**config.mk**
```make
export PLATFORM = sky130hd
export DESIGN_NAME = frv_intc
export DESIGN_NICKNAME = d
export VERILOG_FILES = /design/src/rtl/frv_intc_pkg.sv /design/src/rtl/frv_intc_prio.sv /design/src/rtl/frv_intc.sv
export SDC_FILE = /design/constraint.sdc
export NUM_CORES = 1
export LEC_CHECK = 0
export ABC_AREA = 1
export CORE_ASPECT_RATIO = 1.4
export CORE_MARGIN = 4
export CORE_UTILIZATION = 40
export DETAILED_ROUTE_END_ITERATION = 10
export HOLD_SLACK_MARGIN = 0.15
export PLACE_DENSITY_LB_ADDON = 0.15
export SKIP_LAST_GASP = 1
export SYNTH_ARGS = -nofsm -noshare
export SYNTH_HDL_FRONTEND = slang
export SYNTH_SLANG_ARGS = --single-unit
```
**constraint.sdc**
```tcl
create_clock -name g_clk -period 2 [get_ports g_clk]
set_input_delay 0.5 -clock g_clk [delete_from_list [all_inputs] [get_ports g_clk]]
set_output_delay 0.5 -clock g_clk [all_outputs]
set_load 0.01 [all_outputs]
```
**src/rtl/frv_intc_pkg.sv**
```systemverilog
// Shared constants for the interrupt controller: trap cause codes, register offsets, FSM states.
// Latency: n/a (definitions only); backpressure: n/a.
package mypackage;

    localparam logic [5:0] CAUSE_NMI = 6'd0;
    localparam logic [5:0] CAUSE_MSI = 6'd3;
    localparam logic [5:0] CAUSE_MTI = 6'd7;
    localparam logic [5:0] CAUSE_MEI = 6'd11;

    localparam logic [31:0] OFS_IE    = 32'h0000_0000;
    localparam logic [31:0] OFS_MODE  = 32'h0000_0004;
    localparam logic [31:0] OFS_PEND  = 32'h0000_0008;
    localparam logic [31:0] OFS_CLAIM = 32'h0000_000C;
    localparam logic [31:0] OFS_LIMIT = 32'h0000_0010;

    typedef enum logic [1:0] {
        TRAP_IDLE = 2'd0,
        TRAP_REQ  = 2'd1,
        TRAP_WAIT = 2'd2
    } trap_state_e;

    typedef struct packed {
        logic nmi;
        logic mei;
        logic msi;
        logic mti;
    } trap_src_t;

    // Fixed priority: NMI > MEI > MSI > MTI.
    function automatic logic [5:0] trap_cause(input trap_src_t src);
        logic [5:0] cause;
        cause = CAUSE_MTI;
        if (src.msi) cause = CAUSE_MSI;
        if (src.mei) cause = CAUSE_MEI;
        if (src.nmi) cause = CAUSE_NMI;
        return cause;
    endfunction

endpackage

```
**src/rtl/frv_intc_prio.sv**
```systemverilog
// Lowest-index-first priority encoder over the enabled pending channels.
// Latency: combinational; backpressure: none.
module frv_intc_prio #(
    parameter int NCH = 8
) (
    input  logic [NCH-1:0] req_i,
    output logic           vld_o,
    output logic [4:0]     id_o
);

    // Scan from the top down so the lowest set index is the last one written.
    always_comb begin
        vld_o = 1'b0;
        id_o  = 5'd0;
        for (int i = NCH - 1; i >= 0; i--) begin
            if (req_i[i]) begin
                vld_o = 1'b1;
                id_o  = 5'(i);
            end
        end
    end

endmodule

```
**src/rtl/frv_intc.sv**
```systemverilog
// Machine-mode interrupt controller: MMIO IE/MODE/PEND/CLAIM, mip view, trap request FSM.
// Latency: MMIO reads combinational, state 1 cycle; trap req held until ack (no other backpressure).
module frv_intc
    import mypackage::*;
#(
    parameter int          NCH            = 8,
    parameter logic [31:0] MMIO_BASE_ADDR = 32'h0000_2000,
    parameter logic [31:0] MMIO_BASE_MASK = 32'hFFFF_F000
) (
    input  logic            g_clk,
    input  logic            g_resetn,
    input  logic            mstatus_mie,
    input  logic            mie_meie,
    input  logic            mie_mtie,
    input  logic            mie_msie,
    input  logic            nmi_pending,
    input  logic            ti_pending,
    input  logic            sw_pending,
    input  logic [NCH-1:0]  ext_irq,
    input  logic            mmio_en,
    input  logic            mmio_wen,
    input  logic [31:0]     mmio_addr,
    input  logic [31:0]     mmio_wdata,
    output logic [31:0]     mmio_rdata,
    output logic            mmio_error,
    output logic            mip_meip,
    output logic            mip_mtip,
    output logic            mip_msip,
    output logic            int_trap_req,
    output logic [5:0]      int_trap_cause,
    input  logic            int_trap_ack
);

    logic [NCH-1:0] ie_q, ie_d;
    logic [NCH-1:0] mode_q, mode_d;
    logic [NCH-1:0] pend_q, pend_d;
    logic [NCH-1:0] ext_prev_q;
    logic           nmi_prev_q;
    logic           nmi_lat_q, nmi_lat_d;
    logic           mip_meip_q, mip_mtip_q, mip_msip_q;
    trap_state_e    state_q, state_d;
    logic [5:0]     cause_q, cause_d;

    // MMIO decode
    logic        win_hit;
    logic [31:0] offset;
    logic        acc_err;
    logic        acc_ok;
    logic        reg_wr;
    logic        reg_rd;

    assign win_hit = ((mmio_addr & MMIO_BASE_MASK) == (MMIO_BASE_ADDR & MMIO_BASE_MASK));
    assign offset  = mmio_addr & ~MMIO_BASE_MASK;
    assign acc_err = mmio_en && win_hit &&
                     ((offset >= OFS_LIMIT) || (mmio_addr[1:0] != 2'b00));
    assign acc_ok  = mmio_en && win_hit && !acc_err;
    assign reg_wr  = acc_ok && mmio_wen;
    assign reg_rd  = acc_ok && !mmio_wen;

    assign mmio_error = acc_err;

    // Claim arbitration
    logic [NCH-1:0] pend_en;
    logic           claim_vld;
    logic [4:0]     claim_id;

    assign pend_en = pend_q & ie_q;

    frv_intc_prio #(
        .NCH (NCH)
    ) u_prio (
        .req_i (pend_en),
        .vld_o (claim_vld),
        .id_o  (claim_id)
    );

    always_comb begin
        mmio_rdata = 32'd0;
        if (acc_ok) begin
            case (offset)
                OFS_IE:    mmio_rdata = 32'(ie_q);
                OFS_MODE:  mmio_rdata = 32'(mode_q);
                OFS_PEND:  mmio_rdata = 32'(pend_q);
                OFS_CLAIM: mmio_rdata = {claim_vld, 26'd0, claim_id};
                default:   mmio_rdata = 32'd0;
            endcase
        end
    end

    // Register file and pending state
    logic [NCH-1:0] edge_set;
    logic [NCH-1:0] w1c;
    logic [NCH-1:0] claim_clr;

    assign edge_set = ext_irq & ~ext_prev_q & mode_q;

    always_comb begin
        ie_d      = ie_q;
        mode_d    = mode_q;
        w1c       = '0;
        claim_clr = '0;
        if (reg_wr && (offset == OFS_IE))   ie_d   = mmio_wdata[NCH-1:0];
        if (reg_wr && (offset == OFS_MODE)) mode_d = mmio_wdata[NCH-1:0];
        if (reg_wr && (offset == OFS_PEND)) w1c    = mmio_wdata[NCH-1:0];
        for (int i = 0; i < NCH; i++) begin
            claim_clr[i] = reg_rd && (offset == OFS_CLAIM) && claim_vld &&
                           (claim_id == 5'(i)) && mode_q[i];
        end
        // Edge channels: a new edge beats any clear landing in the same cycle.
        for (int i = 0; i < NCH; i++) begin
            if (mode_q[i]) begin
                pend_d[i] = (pend_q[i] && !(w1c[i] || claim_clr[i])) || edge_set[i];
            end else begin
                pend_d[i] = ext_irq[i];
            end
        end
    end

    // Trap source qualification and FSM
    trap_src_t src;
    logic      any_src;
    logic      trap_acked;

    always_comb begin
        src.nmi = nmi_lat_q;
        src.mei = mstatus_mie && mie_meie && mip_meip_q;
        src.msi = mstatus_mie && mie_msie && mip_msip_q;
        src.mti = mstatus_mie && mie_mtie && mip_mtip_q;
    end

    assign any_src    = src.nmi || src.mei || src.msi || src.mti;
    assign trap_acked = (state_q == TRAP_REQ) && int_trap_ack;

    always_comb begin
        nmi_lat_d = nmi_lat_q;
        if (trap_acked && (cause_q == CAUSE_NMI)) nmi_lat_d = 1'b0;
        if (nmi_pending && !nmi_prev_q)           nmi_lat_d = 1'b1;
    end

    always_comb begin
        state_d = state_q;
        cause_d = cause_q;
        case (state_q)
            TRAP_IDLE: begin
                if (any_src) begin
                    cause_d = trap_cause(src);
                    state_d = TRAP_REQ;
                end
            end
            TRAP_REQ: begin
                if (int_trap_ack) state_d = TRAP_WAIT;
            end
            TRAP_WAIT: state_d = TRAP_IDLE;
            default:   state_d = TRAP_IDLE;
        endcase
    end

    always_ff @(posedge g_clk) begin
        if (!g_resetn) begin
            ie_q       <= '0;
            mode_q     <= '0;
            pend_q     <= '0;
            ext_prev_q <= '0;
            nmi_prev_q <= 1'b0;
            nmi_lat_q  <= 1'b0;
            mip_meip_q <= 1'b0;
            mip_mtip_q <= 1'b0;
            mip_msip_q <= 1'b0;
            state_q    <= TRAP_IDLE;
            cause_q    <= 6'd0;
        end else begin
            ie_q       <= ie_d;
            mode_q     <= mode_d;
            pend_q     <= pend_d;
            ext_prev_q <= ext_irq;
            nmi_prev_q <= nmi_pending;
            nmi_lat_q  <= nmi_lat_d;
            mip_meip_q <= |pend_en;
            mip_mtip_q <= ti_pending;
            mip_msip_q <= sw_pending;
            state_q    <= state_d;
            cause_q    <= cause_d;
        end
    end

    assign mip_meip       = mip_meip_q;
    assign mip_mtip       = mip_mtip_q;
    assign mip_msip       = mip_msip_q;
    assign int_trap_req   = (state_q == TRAP_REQ);
    assign int_trap_cause = cause_q;

endmodule

```
Word level (Yosys, flattened, before mapping)
Index checks and enable logic that the tools add are counted.
{"block": "totals", "output_inout_bits": 43, "n_memories": 0, "romBits": 0, "ramBits": 0, "ff_bits": 45, "latchBits": 0, "word_cells": 148, "inputBits": 84}
{"block": "classes", "bitwise_logic": 4, "add_sub_neg": 0, "n_eq_ne": 14, "mul": 0, "div_mod_pow": 0, "reduce_logical": 83, "shifts": 0, "n_mux": 35, "magnitude_cmp": 1}
{"operator": "32-bit one-hot mux with 4 select lines", "n": 1}
{"operator": "1-bit logical AND", "n": 43}
{"operator": "32-bit logical NOT", "n": 1}
{"operator": "32-bit 2-to-1 mux", "n": 1}
{"operator": "3-bit 2-to-1 mux", "n": 9}
{"operator": "8-bit bitwise AND", "n": 3}
{"operator": "12-bit by 4-bit == test with 1-bit output, second input constant", "n": 2}
{"operator": "20-bit by 2-bit == test with 1-bit output, second input constant", "n": 1}
{"operator": "5-bit by 3-bit == test with 1-bit output, second input constant", "n": 4}
{"operator": "1-bit logical OR", "n": 20}
{"operator": "1-bit 2-to-1 mux", "n": 18}
{"operator": "12-bit by 3-bit == test with 1-bit output, second input constant", "n": 1}
{"operator": "12-bit by 5-bit >= comparator with 1-bit output, second input constant", "n": 1}
{"operator": "6-bit 2-to-1 mux", "n": 2}
{"operator": "1-bit logical NOT", "n": 11}
{"operator": "5-bit by 2-bit == test with 1-bit output, second input constant", "n": 2}
{"operator": "8-bit 2-to-1 mux", "n": 1}
{"operator": "8-bit NOT", "n": 1}
{"operator": "8-bit OR reduction", "n": 1}
{"operator": "6-bit logical NOT", "n": 1}
{"operator": "5-bit by 1-bit == test with 1-bit output, second input constant", "n": 1}
{"operator": "5-bit logical NOT", "n": 1}
{"operator": "2-bit 2-to-1 mux", "n": 2}
{"operator": "2-bit one-hot mux with 2 select lines", "n": 1}
{"operator": "6 further kinds", "n": 8}

Logic depth before layout (Yosys ltp)
{"block": "depth", "depth_word": 17, "ltp_mapped": 13, "mapped_depth_nobuf": 13}

By module
A second synthesis with hierarchy kept.
{"block": "hier_totals", "hier_cells": 398, "hier_area_um2": 2509.9}
{"module": "frv_intc", "n_inst": 1, "cells_per_inst": 373, "area_each_um2": 2392.3, "seq_area_each_um2": 840.8}
{"module": "frv_intc_prio", "n_inst": 1, "cells_per_inst": 25, "area_each_um2": 117.6, "seq_area_each_um2": 0.0}

Worst setup path after synthesis
OpenSTA, ideal clock, no wires.
{"block": "synth_path", "kind": "input to output", "start": "in mmio_addr[9]", "end": "out mmio_rdata[31]", "t_required_ns": 1.500, "path_stages": 8, "t_arrival_ns": 1.628, "slack_ns": -0.128, "path_buffers": 1, "cell_sequence": "nor2_1 nand2_1 nor2_4 nand2_1 nor2_2 buf_4 clkinv_1 nor3_1"}
{"block": "synth_between", "elab_chain_len": 6, "word_cells_on_any_way": 11, "cone_classes": "order compare (1); eq/ne (3); mux (2); reduce/logical (5)"}
{"element": "start: declaration", "line": "frv_intc.sv:22", "text": "input logic [31:0] mmio_addr,"}
{"element": "12-bit by 5-bit >= comparator with 1-bit output", "line": "frv_intc.sv:55", "text": "((offset >= OFS_LIMIT) || (mmio_addr[1:0] != 2'b00));"}
{"element": "1-bit logical OR", "line": "frv_intc.sv:55"}
{"element": "1-bit logical AND", "line": "frv_intc.sv:54", "text": "assign acc_err = mmio_en && win_hit &&"}
{"element": "1-bit logical NOT", "line": "frv_intc.sv:56", "text": "assign acc_ok = mmio_en && win_hit && !acc_err;"}
{"element": "1-bit logical AND", "line": "frv_intc.sv:56"}
{"element": "32-bit 2-to-1 mux (*)", "line": "frv_intc.sv:79", "text": "if (acc_ok) begin"}
{"element": "end: declaration", "line": "frv_intc.sv:24", "text": "output logic [31:0] mmio_rdata,"}
Every way passes the cells marked *; elsewhere a longest branch is shown, timed or not.

Worst setup path in the final report
{"block": "layout_path", "start": "in mmio_addr[4]", "end": "out mmio_rdata[1]"}
The elaborated chain is that of the path after synthesis.

==> tab_implementation.tex <==
\begin{tabular}{lr}
\hline
Metric & Value \\
\hline
\multicolumn{2}{l}{\textbf{Status}} \\
Status & finished with violations \\
Violations in the final reports & negative setup slack \\
\multicolumn{2}{l}{\textbf{Timing}} \\
Final critical delay including setup and external delays & 2330 ps \\
Setup skew after layout & 3.29 ps \\
Worst setup margin & -331 ps \\
Ratio of final minimum period to clock period & 1.17 \\
Hold\_ws & approximately 430 ps \\
Setup violators final & 9 \\
RSZ-0062 raised after global routing & true \\
Timing-limited maximum frequency & 0.429 GHz \\
Max Slew Vio Count & 0 \\
Fin. Hold Viols & 0 \\
\multicolumn{2}{l}{\textbf{Run}} \\
MaxCap Viol Count & 0 \\
\multicolumn{2}{l}{\textbf{Route}} \\
DR pass1 iterations & 4 \\
Wire per inst & $\sim$14 um \\
DRC violation count after routing & 0 \\
Avg Vias per Cell & 4.76 \\
Number of nets still failing antenna checks after routing & 0 \\
Number of DRC markers after the initial detailed-route iteration & 92 \\
Routed wire length & 8.16 mm \\
Vias post-DR & around 2900 \\
\multicolumn{2}{l}{\textbf{Floorplanning}} \\
Core Box Area & 0.00586 mm\^{}2 \\
Die area & 0.00732 mm\^{}2 \\
Starting density of the core & 0.409 \\
Height of the die & between 90 and 100 um \\
Site row count & 33 \\
Width of the chip & roughly 73 um \\
Number of primary I/O pins & between 100 and 150 \\
\multicolumn{2}{l}{\textbf{CTS}} \\
\# hold bufs at CTS & 0 \\
Clock-pin transition on the worst setup and hold timing paths & 80 ps \\
TritonCTS clock tree & built \\
Root cell of the clock tree & sky130\_fd\_sc\_hd\_\_clkbuf\_8 \\
Clk\_lat worst skew & 300 ps \\
Clock Sinks & 42 \\
Number of buffers inserted during clock tree synthesis & 5 \\
Htree depth & 2 \\
Max clock buf depth & 2 \\
\multicolumn{2}{l}{\textbf{Power}} \\
Clock power frac & 0.323 \\
Peak VDD IR & 0.465 mV \\
Switching power & 0.000459 W \\
Internal power contribution & 0.00126 W \\
Total design power & 0.00172 W \\
Comb pwr share & 0.164 \\
Sequential Power Share & 0.512 \\
Power density relative to cell area & 438 mW/mm\^{}2 \\
Sw frac & 0.267 \\
Static leakage & 1.94 nW \\
\multicolumn{2}{l}{\textbf{Layout}} \\
Layout overhead on the synthesized area & 63.8\% \\
\# fillers & between 500 and 600 \\
Post-layout instance area & 0.00393 mm\^{}2 \\
Ratio of cells with drive above 1 in the final layout & 0.289 \\
Post-layout instance count excluding filler cells & 599 \\
Layout Utilization & 0.671 \\
Final net count & 612 \\
Number of antenna diodes & 0 \\
\multicolumn{2}{l}{\textbf{Placed design}} \\
I/O Buffers & 77 \\
Placed cell areas & 0.00349 mm\^{}2 \\
Final GP Congestion & 0.848 \\
Cell total after placement & 573 \\
DP Wirelength & 5.40 mm \\
\multicolumn{2}{l}{\textbf{Critical path}} \\
Kind of end point of the critical path & output pin \\
Critical path startpoint category & input pin \\
Crit path arrival time & 1830 ps \\
Reg2reg path depth & 12 \\
Maximum fanout count along the critical path & 7 \\
Start-to-end type of the worst setup path & input pin to output pin \\
Required time of the critical path & 1500 ps \\
\multicolumn{2}{l}{\textbf{GRT}} \\
Most heavily used metal layer in global routing & met2 \\
Wire length of the first global-routing pass & around 12 mm \\
Maximum number of pins on one net before global-route repair & 30 \\
GR Util met2 & 0.389 \\
Final global-route overflow total & 0 \\
Number of global-route vias before repair & $\sim$2700 \\
Antenna violations before repair & 0 \\
Total routing resource utilization after global routing & 0.214 \\
Grt met3 use & 0.0324 \\
Global Route met1 Usage & 0.228 \\
\multicolumn{2}{l}{\textbf{Synth}} \\
Cell area after synthesis & roughly 0.0024 mm\^{}2 \\
Distinct cells, synth & 25 \\
Proportion of synthesized chip area in sequential cells & 0.350 \\
Prevailing post-synth register cell & sky130\_fd\_sc\_hd\_\_dfxtp\_1 \\
Post-synth EDFFs & 0 \\
Instance count of the mapped netlist & 391 \\
Most common cell in the synthesized netlist & sky130\_fd\_sc\_hd\_\_nand2\_1 \\
Synthesis warning total & 0 \\
Synth top cells by count & sky130\_fd\_sc\_hd\_\_nand2\_1 (115), sky130\_fd\_sc\_hd\_\_nor2\_1 (74), sky130\_fd\_sc\_hd\_\_inv\_1 (50), sky130\_fd\_sc\_hd\_\_dfxtp\_1 (42), sky130\_fd\_sc\_hd\_\_buf\_4 (27) \\
Top cells by area in the synthesized netlist & sky130\_fd\_sc\_hd\_\_dfxtp\_1 (35\%), sky130\_fd\_sc\_hd\_\_nand2\_1 (18\%), sky130\_fd\_sc\_hd\_\_nor2\_1 (12\%) \\
Cell taking the most area after synthesis & sky130\_fd\_sc\_hd\_\_dfxtp\_1 \\
Fraction of post-synthesis cell area in the top cell type by area & 0.350 \\
Average size of a mapped cell & 6.14 um\^{}2 \\
Synth async-reset ratio & 0 \\
Number of synthesized register bits & 42 \\
\multicolumn{2}{l}{\textbf{Hold path}} \\
Depth of the worst hold-timing path & 1 \\
Path type of the worst min-delay path & flip-flop to flip-flop \\
\hline
\end{tabular}
==> stage by stage <==
stage | setup WS, ps | setup TNS, ps
after floorplan | -16.3 | -35.9
after global placement | -1020 | -19760
after detailed placement | -1060 | -21360
after CTS | -268 | -2140
after global routing | -382 | -4000
final | -331 | -2450
==> final timing paths <==
check | end | start | slack, ps
setup / recovery | mmio_rdata[1] | mmio_addr[4] | -330
hold / removal | nmi_lat_q | nmi_prev_q | 430
setup reg to reg | pend_q[0] | pend_q[2] | 210
hold reg to reg | nmi_lat_q | nmi_prev_q | 430
==> critical path: stages <==
cell and delay [ps]:
sky130_fd_sc_hd__buf_2 120, sky130_fd_sc_hd__nor2_4 90, sky130_fd_sc_hd__nand2_2 70, sky130_fd_sc_hd__nor2_4 140
sky130_fd_sc_hd__buf_6 140, sky130_fd_sc_hd__nand2_4 50, sky130_fd_sc_hd__nor3_4 180, sky130_fd_sc_hd__buf_12 180
sky130_fd_sc_hd__a21oi_2 80, sky130_fd_sc_hd__a21oi_4 140, sky130_fd_sc_hd__buf_2 130
==> metal layers <==
layer | routed length, um | up-vias
met4 | 357 | 0
met3 | 562 | 28
met2 | 4300 | 117
li1 | - | 1431
met5 | 0 | -
met1 | 2930 | 1276
==> cell type report <==
type	instances	area, um^2	area share
Tap cell	70	87.6	0.0223
Inverter	53	219	0.0557
Timing Repair inverter	1	8.76	0.00223
Sequential cell	42	841	0.214
Multi-Input combinational cell	288	1490	0.379
Clock buffer	6	72.6	0.0185
Clock inverter	2	13.8	0.00350
Timing Repair Buffer	137	1200	0.305
==> cells in the final DEF (no fill, tap or decap), types with 7 or more instances in the layout <==
cell type,Yosys,final
sky130_fd_sc_hd__nor2_1,74,59
sky130_fd_sc_hd__a21oi_1,17,10
sky130_fd_sc_hd__o21ai_0,26,14
sky130_fd_sc_hd__buf_4,27,46
sky130_fd_sc_hd__inv_1,50,47
sky130_fd_sc_hd__clkdlybuf4s15_1,0,10
sky130_fd_sc_hd__nand2_1,115,109
sky130_fd_sc_hd__nor2_4,3,11
sky130_fd_sc_hd__nand4_1,9,9
sky130_fd_sc_hd__nor2_2,1,8
sky130_fd_sc_hd__o21ai_2,0,7
sky130_fd_sc_hd__dfxtp_1,42,42
sky130_fd_sc_hd__buf_6,0,16
sky130_fd_sc_hd__buf_2,0,23
sky130_fd_sc_hd__conb_1,1,25
sky130_fd_sc_hd__clkdlybuf4s50_1,0,34
==> sequential cells by signal (all words and copies together) (netlist names), 2 cells and up <==
| name | flops |
|---|---|
| ext_prev_q | 8 |
| ie_q | 8 |
| mode_q | 8 |
| pend_q | 8 |
| int_trap_cause | 3 |
| state_q | 2 |
==> repair_timing <==
item | CTS | global route
pin swaps | 39 | 23
buffers inserted | 9 | 7
endpoints found under the hold margin | 0 | 0
gates resized for setup | 165 | 57
setup endpoints to repair | 34 | 34
gates cloned | 2 | 0
==> cell families (layout without fill, tap and decap cells) <==
group,count (synthesis),count (layout),share of synthesized area
DFF,42,42,0.350
other,1,25,0.00156
and+or+nand+nor,216,216,0.371
AOI/OAI and AO/OA,47,47,0.102
buffers and inverters,85,199,0.175
==> power by group through the flow <==
| stage | combinational [W] | clock (W) | sequential [W] |
|---|---|---|---|
| after global placement | 0.000272 | 0 | 0.000900 |
| after floorplan | 0.000128 | 0 | 0.000903 |
| after CTS | 0.000267 | 0.000570 | 0.000882 |
| final | 0.000282 | 0.000556 | 0.000882 |
| after detailed placement | 0.000275 | 0 | 0.000901 |
| after global routing | 0.000306 | 0.000599 | 0.000885 |
(Power assumes the default switching activity.)
